`config.mk`:
```
export PLATFORM = sky130hd
export DESIGN_NAME = muldiv_unit_flat
export DESIGN_NICKNAME = d
export VERILOG_FILES = /design/src/rtl/muldiv_pkg.sv /design/src/rtl/muldiv_if.sv /design/src/rtl/muldiv_negate.sv /design/src/rtl/muldiv_unit.sv /design/src/flat_wrapper.sv
export SDC_FILE = /design/constraint.sdc
export NUM_CORES = 1
export LEC_CHECK = 0
export CORE_ASPECT_RATIO = 1.5
export CORE_MARGIN = 8
export CORE_UTILIZATION = 50
export DETAILED_ROUTE_END_ITERATION = 10
export GPL_TIMING_DRIVEN = 0
export PLACE_DENSITY = 0.76
export SETUP_SLACK_MARGIN = 0.3
export SYNTH_ARGS = -nofsm -noshare
export SYNTH_HDL_FRONTEND = slang
export SYNTH_HIERARCHICAL = 1
export SYNTH_SLANG_ARGS = --single-unit
```
`constraint.sdc`:
```
create_clock -name clk -period 5.3 [get_ports clk]
set_clock_uncertainty 0.2 [all_clocks]
set_input_delay 0.795 -clock clk [delete_from_list [all_inputs] [get_ports clk]]
set_output_delay 0.795 -clock clk [all_outputs]
set_load 0.03 [all_outputs]
```
`src/rtl/muldiv_pkg.sv`:
```
// Shared definitions for the iterative RV32M multiply/divide unit.
package muldiv_pkg;

  localparam logic [2:0] OP_MUL    = 3'b000;
  localparam logic [2:0] OP_MULH   = 3'b001;
  localparam logic [2:0] OP_MULHSU = 3'b010;
  localparam logic [2:0] OP_MULHU  = 3'b011;
  localparam logic [2:0] OP_DIV    = 3'b100;
  localparam logic [2:0] OP_DIVU   = 3'b101;
  localparam logic [2:0] OP_REM    = 3'b110;
  localparam logic [2:0] OP_REMU   = 3'b111;

  typedef enum logic [1:0] {
    IDLE = 2'd0,
    CALC = 2'd1,
    DONE = 2'd2
  } state_t;

  // All divide/remainder encodings have funct3[2] set.
  function automatic logic is_div(input logic [2:0] op);
    return op[2];
  endfunction

endpackage

```
`src/rtl/muldiv_if.sv`:
```
// Request/response bundle between the execute stage and the multiply/divide unit.
interface muldiv_if #(
  parameter int WIDTH = 32
);
  logic             start;
  logic             cancel;
  logic [2:0]       op;
  logic [WIDTH-1:0] a;
  logic [WIDTH-1:0] b;
  logic             busy;
  logic             done;
  logic [WIDTH-1:0] result;

  modport master (output start, cancel, op, a, b, input busy, done, result);
  modport slave  (input start, cancel, op, a, b, output busy, done, result);
endinterface

```
`src/rtl/muldiv_negate.sv`:
```
// Conditional two's-complement of a WIDTH-bit value.
module muldiv_negate #(
  parameter int WIDTH = 32
) (
  input  logic             en,
  input  logic [WIDTH-1:0] din,
  output logic [WIDTH-1:0] dout
);

  assign dout = en ? (~din + WIDTH'(1)) : din;

endmodule

```
`src/rtl/muldiv_unit.sv`:
```
// Iterative RV32M multiply/divide: shift-add multiplier and restoring divider
// sharing one hi:lo accumulator, one bit per cycle.
module muldiv_unit
  import muldiv_pkg::*;
#(
  parameter int WIDTH = 32,
  parameter int CNT_W = $clog2(WIDTH) + 1
) (
  input  logic     clk,
  input  logic     rst_n,
  muldiv_if.slave  bus
);

  localparam logic [WIDTH-1:0] MIN_NEG = {1'b1, {(WIDTH-1){1'b0}}};

  state_t           state, state_nxt;
  logic [CNT_W-1:0] cnt;
  logic [2:0]       op_q;
  logic [WIDTH-1:0] mcand_q, hi_q, lo_q, result_q;
  logic             sgn_x_q, sgn_a_q;

  logic             accept, last, busy_c, done_c;
  logic             a_signed, b_signed, a_sgn, b_sgn;
  logic [WIDTH-1:0] a_mag, b_mag;
  logic             div_zero, ovf, special;
  logic [WIDTH-1:0] special_res;

  logic [WIDTH:0]   sum, acc, shl;
  logic [WIDTH+1:0] diff;
  logic [WIDTH-1:0] hi_n, lo_n, hi_fix, lo_fix, mul_hi, final_res;

  assign accept = (state != CALC) && bus.start && !bus.cancel;
  assign last   = (cnt == CNT_W'(WIDTH - 1));

  // Operand signedness and magnitudes, evaluated on the request inputs.
  assign a_signed = (bus.op != OP_MULHU) && (bus.op != OP_DIVU) && (bus.op != OP_REMU);
  assign b_signed = a_signed && (bus.op != OP_MULHSU);
  assign a_sgn    = a_signed && bus.a[WIDTH-1];
  assign b_sgn    = b_signed && bus.b[WIDTH-1];

  muldiv_negate #(.WIDTH(WIDTH)) u_neg_a (.en(a_sgn), .din(bus.a), .dout(a_mag));
  muldiv_negate #(.WIDTH(WIDTH)) u_neg_b (.en(b_sgn), .din(bus.b), .dout(b_mag));

  // Divide-by-zero and signed overflow are answered without iterating.
  assign div_zero = is_div(bus.op) && (bus.b == '0);
  assign ovf      = ((bus.op == OP_DIV) || (bus.op == OP_REM)) &&
                    (bus.a == MIN_NEG) && (bus.b == '1);
  assign special  = div_zero || ovf;

  // Fixed answers for the bypass cases; funct3[1] selects remainder.
  always_comb begin
    special_res = '0;
    if (div_zero) special_res = bus.op[1] ? bus.a : '1;
    else if (ovf) special_res = bus.op[1] ? '0 : bus.a;
  end

  // One iteration step: shift-add for multiply, restoring subtract for divide.
  always_comb begin
    sum  = {1'b0, hi_q} + {1'b0, mcand_q};
    acc  = lo_q[0] ? sum : {1'b0, hi_q};
    shl  = {hi_q, lo_q[WIDTH-1]};
    diff = {1'b0, shl} - {2'b00, mcand_q};
    hi_n = acc[WIDTH:1];
    lo_n = {acc[0], lo_q[WIDTH-1:1]};
    if (is_div(op_q)) begin
      if (!diff[WIDTH+1]) begin
        hi_n = diff[WIDTH-1:0];
        lo_n = {lo_q[WIDTH-2:0], 1'b1};
      end else begin
        hi_n = shl[WIDTH-1:0];
        lo_n = {lo_q[WIDTH-2:0], 1'b0};
      end
    end
  end

  // Sign fix folded into the last step: lo carries product-low or quotient,
  // hi carries product-high or remainder.
  muldiv_negate #(.WIDTH(WIDTH)) u_neg_lo (
    .en(sgn_x_q), .din(lo_n), .dout(lo_fix));
  muldiv_negate #(.WIDTH(WIDTH)) u_neg_hi (
    .en(is_div(op_q) ? sgn_a_q : sgn_x_q), .din(hi_n), .dout(hi_fix));

  // Negating a double-width product only carries into the high half when the low half is zero.
  assign mul_hi = (sgn_x_q && (lo_n != '0)) ? ~hi_n : hi_fix;

  // Select the architectural result for the latched op.
  always_comb begin
    final_res = lo_fix;
    case (op_q)
      OP_MULH, OP_MULHSU, OP_MULHU: final_res = mul_hi;
      OP_REM, OP_REMU:              final_res = hi_fix;
      default:                      final_res = lo_fix;
    endcase
  end

  // State register.
  always_ff @(posedge clk or negedge rst_n) begin
    if (!rst_n) state <= IDLE;
    else        state <= state_nxt;
  end

  // Next-state and status decode.
  always_comb begin
    state_nxt = state;
    busy_c    = 1'b0;
    done_c    = 1'b0;
    case (state)
      IDLE: begin
        if (accept) state_nxt = special ? DONE : CALC;
      end
      CALC: begin
        busy_c = 1'b1;
        if (bus.cancel) state_nxt = IDLE;
        else if (last)  state_nxt = DONE;
      end
      DONE: begin
        done_c    = 1'b1;
        state_nxt = accept ? (special ? DONE : CALC) : IDLE;
      end
      default: state_nxt = IDLE;
    endcase
  end

  // Operand capture on accept, accumulator update while iterating.
  always_ff @(posedge clk or negedge rst_n) begin
    if (!rst_n) begin
      cnt      <= '0;
      op_q     <= '0;
      mcand_q  <= '0;
      hi_q     <= '0;
      lo_q     <= '0;
      sgn_x_q  <= 1'b0;
      sgn_a_q  <= 1'b0;
      result_q <= '0;
    end else if (accept) begin
      cnt     <= '0;
      op_q    <= bus.op;
      mcand_q <= is_div(bus.op) ? b_mag : a_mag;
      lo_q    <= is_div(bus.op) ? a_mag : b_mag;
      hi_q    <= '0;
      sgn_x_q <= a_sgn ^ b_sgn;
      sgn_a_q <= a_sgn;
      if (special) result_q <= special_res;
    end else if (state == CALC && !bus.cancel) begin
      cnt  <= cnt + CNT_W'(1);
      hi_q <= hi_n;
      lo_q <= lo_n;
      if (last) result_q <= final_res;
    end
  end

  assign bus.busy   = busy_c;
  assign bus.done   = done_c;
  assign bus.result = result_q;

endmodule
```
`src/flat_wrapper.sv`:
```
// flat-port wrapper written by rule: the top's interface ports become plain ports
module muldiv_unit_flat import muldiv_pkg::*;
#(
  parameter int WIDTH = 32,
  parameter int CNT_W = $clog2(WIDTH) + 1
)
  (clk, rst_n, bus_start, bus_cancel, bus_op, bus_a, bus_b, bus_busy, bus_done, bus_result);
  muldiv_if #(.WIDTH(WIDTH)) bus_i ();
  input  logic clk;
  input  logic rst_n;
  input wire logic [$bits(bus_i.start)-1:0] bus_start;
  input wire logic [$bits(bus_i.cancel)-1:0] bus_cancel;
  input wire logic [$bits(bus_i.op)-1:0] bus_op;
  input wire logic [$bits(bus_i.a)-1:0] bus_a;
  input wire logic [$bits(bus_i.b)-1:0] bus_b;
  output wire logic [$bits(bus_i.busy)-1:0] bus_busy;
  output wire logic [$bits(bus_i.done)-1:0] bus_done;
  output wire logic [$bits(bus_i.result)-1:0] bus_result;
  assign bus_i.start = bus_start;
  assign bus_i.cancel = bus_cancel;
  assign bus_i.op = bus_op;
  assign bus_i.a = bus_a;
  assign bus_i.b = bus_b;
  assign bus_busy = bus_i.busy;
  assign bus_done = bus_i.done;
  assign bus_result = bus_i.result;
  muldiv_unit #(.WIDTH(WIDTH), .CNT_W(CNT_W)) u_core (.clk(clk), .rst_n(rst_n), .bus(bus_i));
endmodule
```
==> summary.txt <==
Outcome
  – Status: finished with violations
  – Failing checks: negative setup slack

Cells and area
  – Fillers: roughly 2.7k
  – Final #Nets: between 2k and 2.5k
  – Final std cells w/o fill: ~2.6k
  – Layout cells sized above 1: about a fifth
  – Area grow syn2layout: 26.1%

STA
  – Setup TNS: -0.886 ns
  – Period utilization: 106%
  – Minimum hold slack: around 0.076 ns
  – Fmax: roughly 180 MHz
  – Final worst slack: -0.332 ns
  – Slew @ Worst Pin: between 1 and 1.5 ns
  – Max-slew violations: 0
  – Final Hold Fails: 0
  – Min Clock Period, post-route: 5.63 ns
  – Max-Slew Margin vs Limit: about 2.5%
  – RSZ-0062 raised after global routing: true
  – # setup viols final: 5

Synthesis
  – Cell taking the most area after synthesis: dfrtp_1
  – Most used DFF post-synth: dfrtp_1
  – Number of synthesized flops with an enable pin: 0
  – FF+latch count, synth: 141
  – Synth async-reset ratio: between 90% and 100%
  – Synthesized cell area: around 16,000 sq um
  – YS warnings: 6
  – Most common library cells after synthesis: 221 x nand2_1, 178 x o21ai_0, 153 x xnor2_1, 141 x dfrtp_1, 96 x nor2_1
  – Most common cell in the netlist: nand2_1
  – Sequential share of the synthesized area: 22.5%
  – Syn nets: 2,070
  – Largest cells by area after synthesis: dfrtp_1 22%, xnor2_1 8.5%, o21ai_0 5.7%, ha_1 5.5%, nand2_1 5.3%
  – Synth Area per Inst: between 8 and 9 sq um
  – Cells after Synth: roughly 1.9k
  – Yosys cell types: 84
  – Post-synth top area share: between 20% and 30%

Global route
  – Total global-route track usage: 39.0%
  – Pin count of the biggest net entering global routing: between 90 and 100
  – Initial antenna violation count: 2
  – First-pass GRT wire length: approximately 110,000 um
  – GR Overflow Total: 0
  – Vias in the first global route: between 15k and 20k

Floorplan
  – Row count: 79
  – Boundary Pins: about 110
  – Initial Utilization: 50.6%
  – Die Y: ~230 um
  – Core ar.: ~31,000 sq um
  – Die W: approximately 160 um
  – Die footprint: 37,500 sq um

Place
  – Detailed placement HPWL: about 60,000 um
  – Placed cell count: around 2.4k
  – Number of buffers added on ports: 101
  – Gpl congestion: ~1.1

Power
  – PwrDens: about 510 nW/um^2
  – Maximum vdd drop: ~0.00027 V
  – P_leak: 7.66 nW

Drt
  – DR vias: ~18k
  – Drt drc: 0
  – Post-DR vias/cell: approximately 6.9
  – Routed WL: 76,600 um
  – Iter 0 DRT Violations: around 2.0k
  – Avg WL per Cell: about 30 um
  – DRT Pass-1 Iters: 6
  – Antenna Violating Nets Remaining: 0

Worst setup path
  – Max FO, Critical Path: 10
  – CP required: ~5.4 ns
  – Crit path DAT: roughly 5.8 ns
  – CP endpoint kind: flop
  – Worst setup SP type: flop
  – CP Class: flop to flop

CTS
  – H-Tree Depth: 4
  – Clock Path Buffers: 2
  – Hold Buf Count CTS: 0
  – Clock Pin Slew Worst Setup and Hold Paths: about 0.070 ns
  – Clock sink count: 141
  – CTS tree: built
  – Clock root buffer master: clkbuf_16
  – Num CTS Buffers: 17
  – Worst skew pair latency: about 0.46 ns

Run
  – Max cap viols: 0

Hold path
  – Hold crit path type: input port to async pin
## metal layers
metal  GRT usage (%)  vias up  wire length, um
li1                -     7686                -
met5               0        -               12
met1            41.8     8537            26900
met3            6.41      380             5690
met2            66.4     1090            36200
met4            33.6        2             7720
## through the flow
stage	power [mW]	cell area (sq um)	worst slack (ns)	util, %
after floorplan	5.21	15700	0.438	-
after global placement	6.77	17200	-2.64	55.5
after detailed placement	6.84	17300	-1.26	55.6
after CTS	8.96	18900	-0.153	61.0
after global routing	10.4	19800	-0.298	63.8
final	10.0	19800	-0.332	63.8
## state kept, by name, indices dropped and copies added (netlist names)
register           count
u_core/cnt             6
u_core/hi_q           32
u_core/lo_q           32
u_core/bus.result     32
u_core/mcand_q        32
u_core/sgn_a_q         1
u_core/op_q            3
u_core/state           2
u_core/sgn_x_q         1
## critical path, stage by stage, from the launching register on
cell and delay [ns]:
dfrtp_1 0.48, buf_2 0.23, inv_1 0.30, clkdlybuf4s15_1 0.89
clkdlybuf4s15_1 0.83, a22oi_1 0.40, nor4_4 0.38, nand2_2 0.14
o31ai_4 0.30, xnor2_2 0.14, mux2_4 0.28, a222oi_1 0.45
a21oi_2 0.18, a211o_1 0.26
## where the power goes
part / internal, mW / switching (mW) / leakage [nW]
combinational: 2.97 / 4.26 / 5.56
sequential: 1.27 / 0.343 / 1.83
clock: 0.664 / 0.526 / 0.270
total: 4.91 / 5.13 / 7.66
## what timing repair did
item / in CTS / in global routing
gates resized for setup: 134 / 140
buffers inserted: 54 / 31
endpoints found under the setup margin: 29 / 24
hold endpoints to repair: 0 / 0
pin swaps: 39 / 50
## final cells by class
type                    count  area (sq um)  share of cell area (%)
diodes                      1          2.50                  0.0126
repair buffers            188          1790                    9.03
plain buffers             107           539                    2.72
clock inverters            14           135                   0.682
flip-flops and latches    141          3550                    17.9
multi-input cells        1608         12600                    63.5
clock buffers              18           439                    2.22
inverters                  72           273                    1.38
well taps                 405           507                    2.56
## worst paths after layout
| kind | startpoint | end | slack, ns | cells after the start |
|---|---|---|---|---|
| hold reg to reg | u_core/sgn_a_q | u_core/sgn_a_q | 0.29 | 2 |
| setup / recovery | u_core/op_q[2] | u_core/bus.result[23] | -0.33 | 13 |
| min in group clk | u_core/sgn_a_q | u_core/sgn_a_q | 0.29 | 2 |
| hold / removal | rst_n | u_core/mcand_q[30] | 0.08 | 1 |
| setup reg to reg | u_core/op_q[2] | u_core/bus.result[23] | -0.33 | 13 |
| max in group asynchronous | rst_n | u_core/mcand_q[7] | 3.93 | 2 |
## cells by family after synthesis
kind of cell | count (synthesis) | share of synthesized area [%]
AOI/OAI and AO/OA | 624 | 28.1
xor gates and xnor gates | 167 | 9.31
adders and majority gates | 71 | 5.75
buffers and inverters | 179 | 4.59
DFF | 141 | 22.5
muxes | 131 | 8.83
and+or+nand+nor | 615 | 21.0
## layout by cell type, fill, tap and decap left out, drive strengths merged, types with 41 or more instances in the layout
cell type	instances
nor3	41
mux2i	70
o31ai	46
nor4	54
clkbuf	86
clkdlybuf4s50	100
ha	69
buf	124
a22oi	42
mux2	61
inv	76
o41ai	43
xnor2	153
nor2	97
dfrtp	141
nand2	222
o21ai	184
a21oi	74
Note: power is estimated with default switching activity, not from simulation.
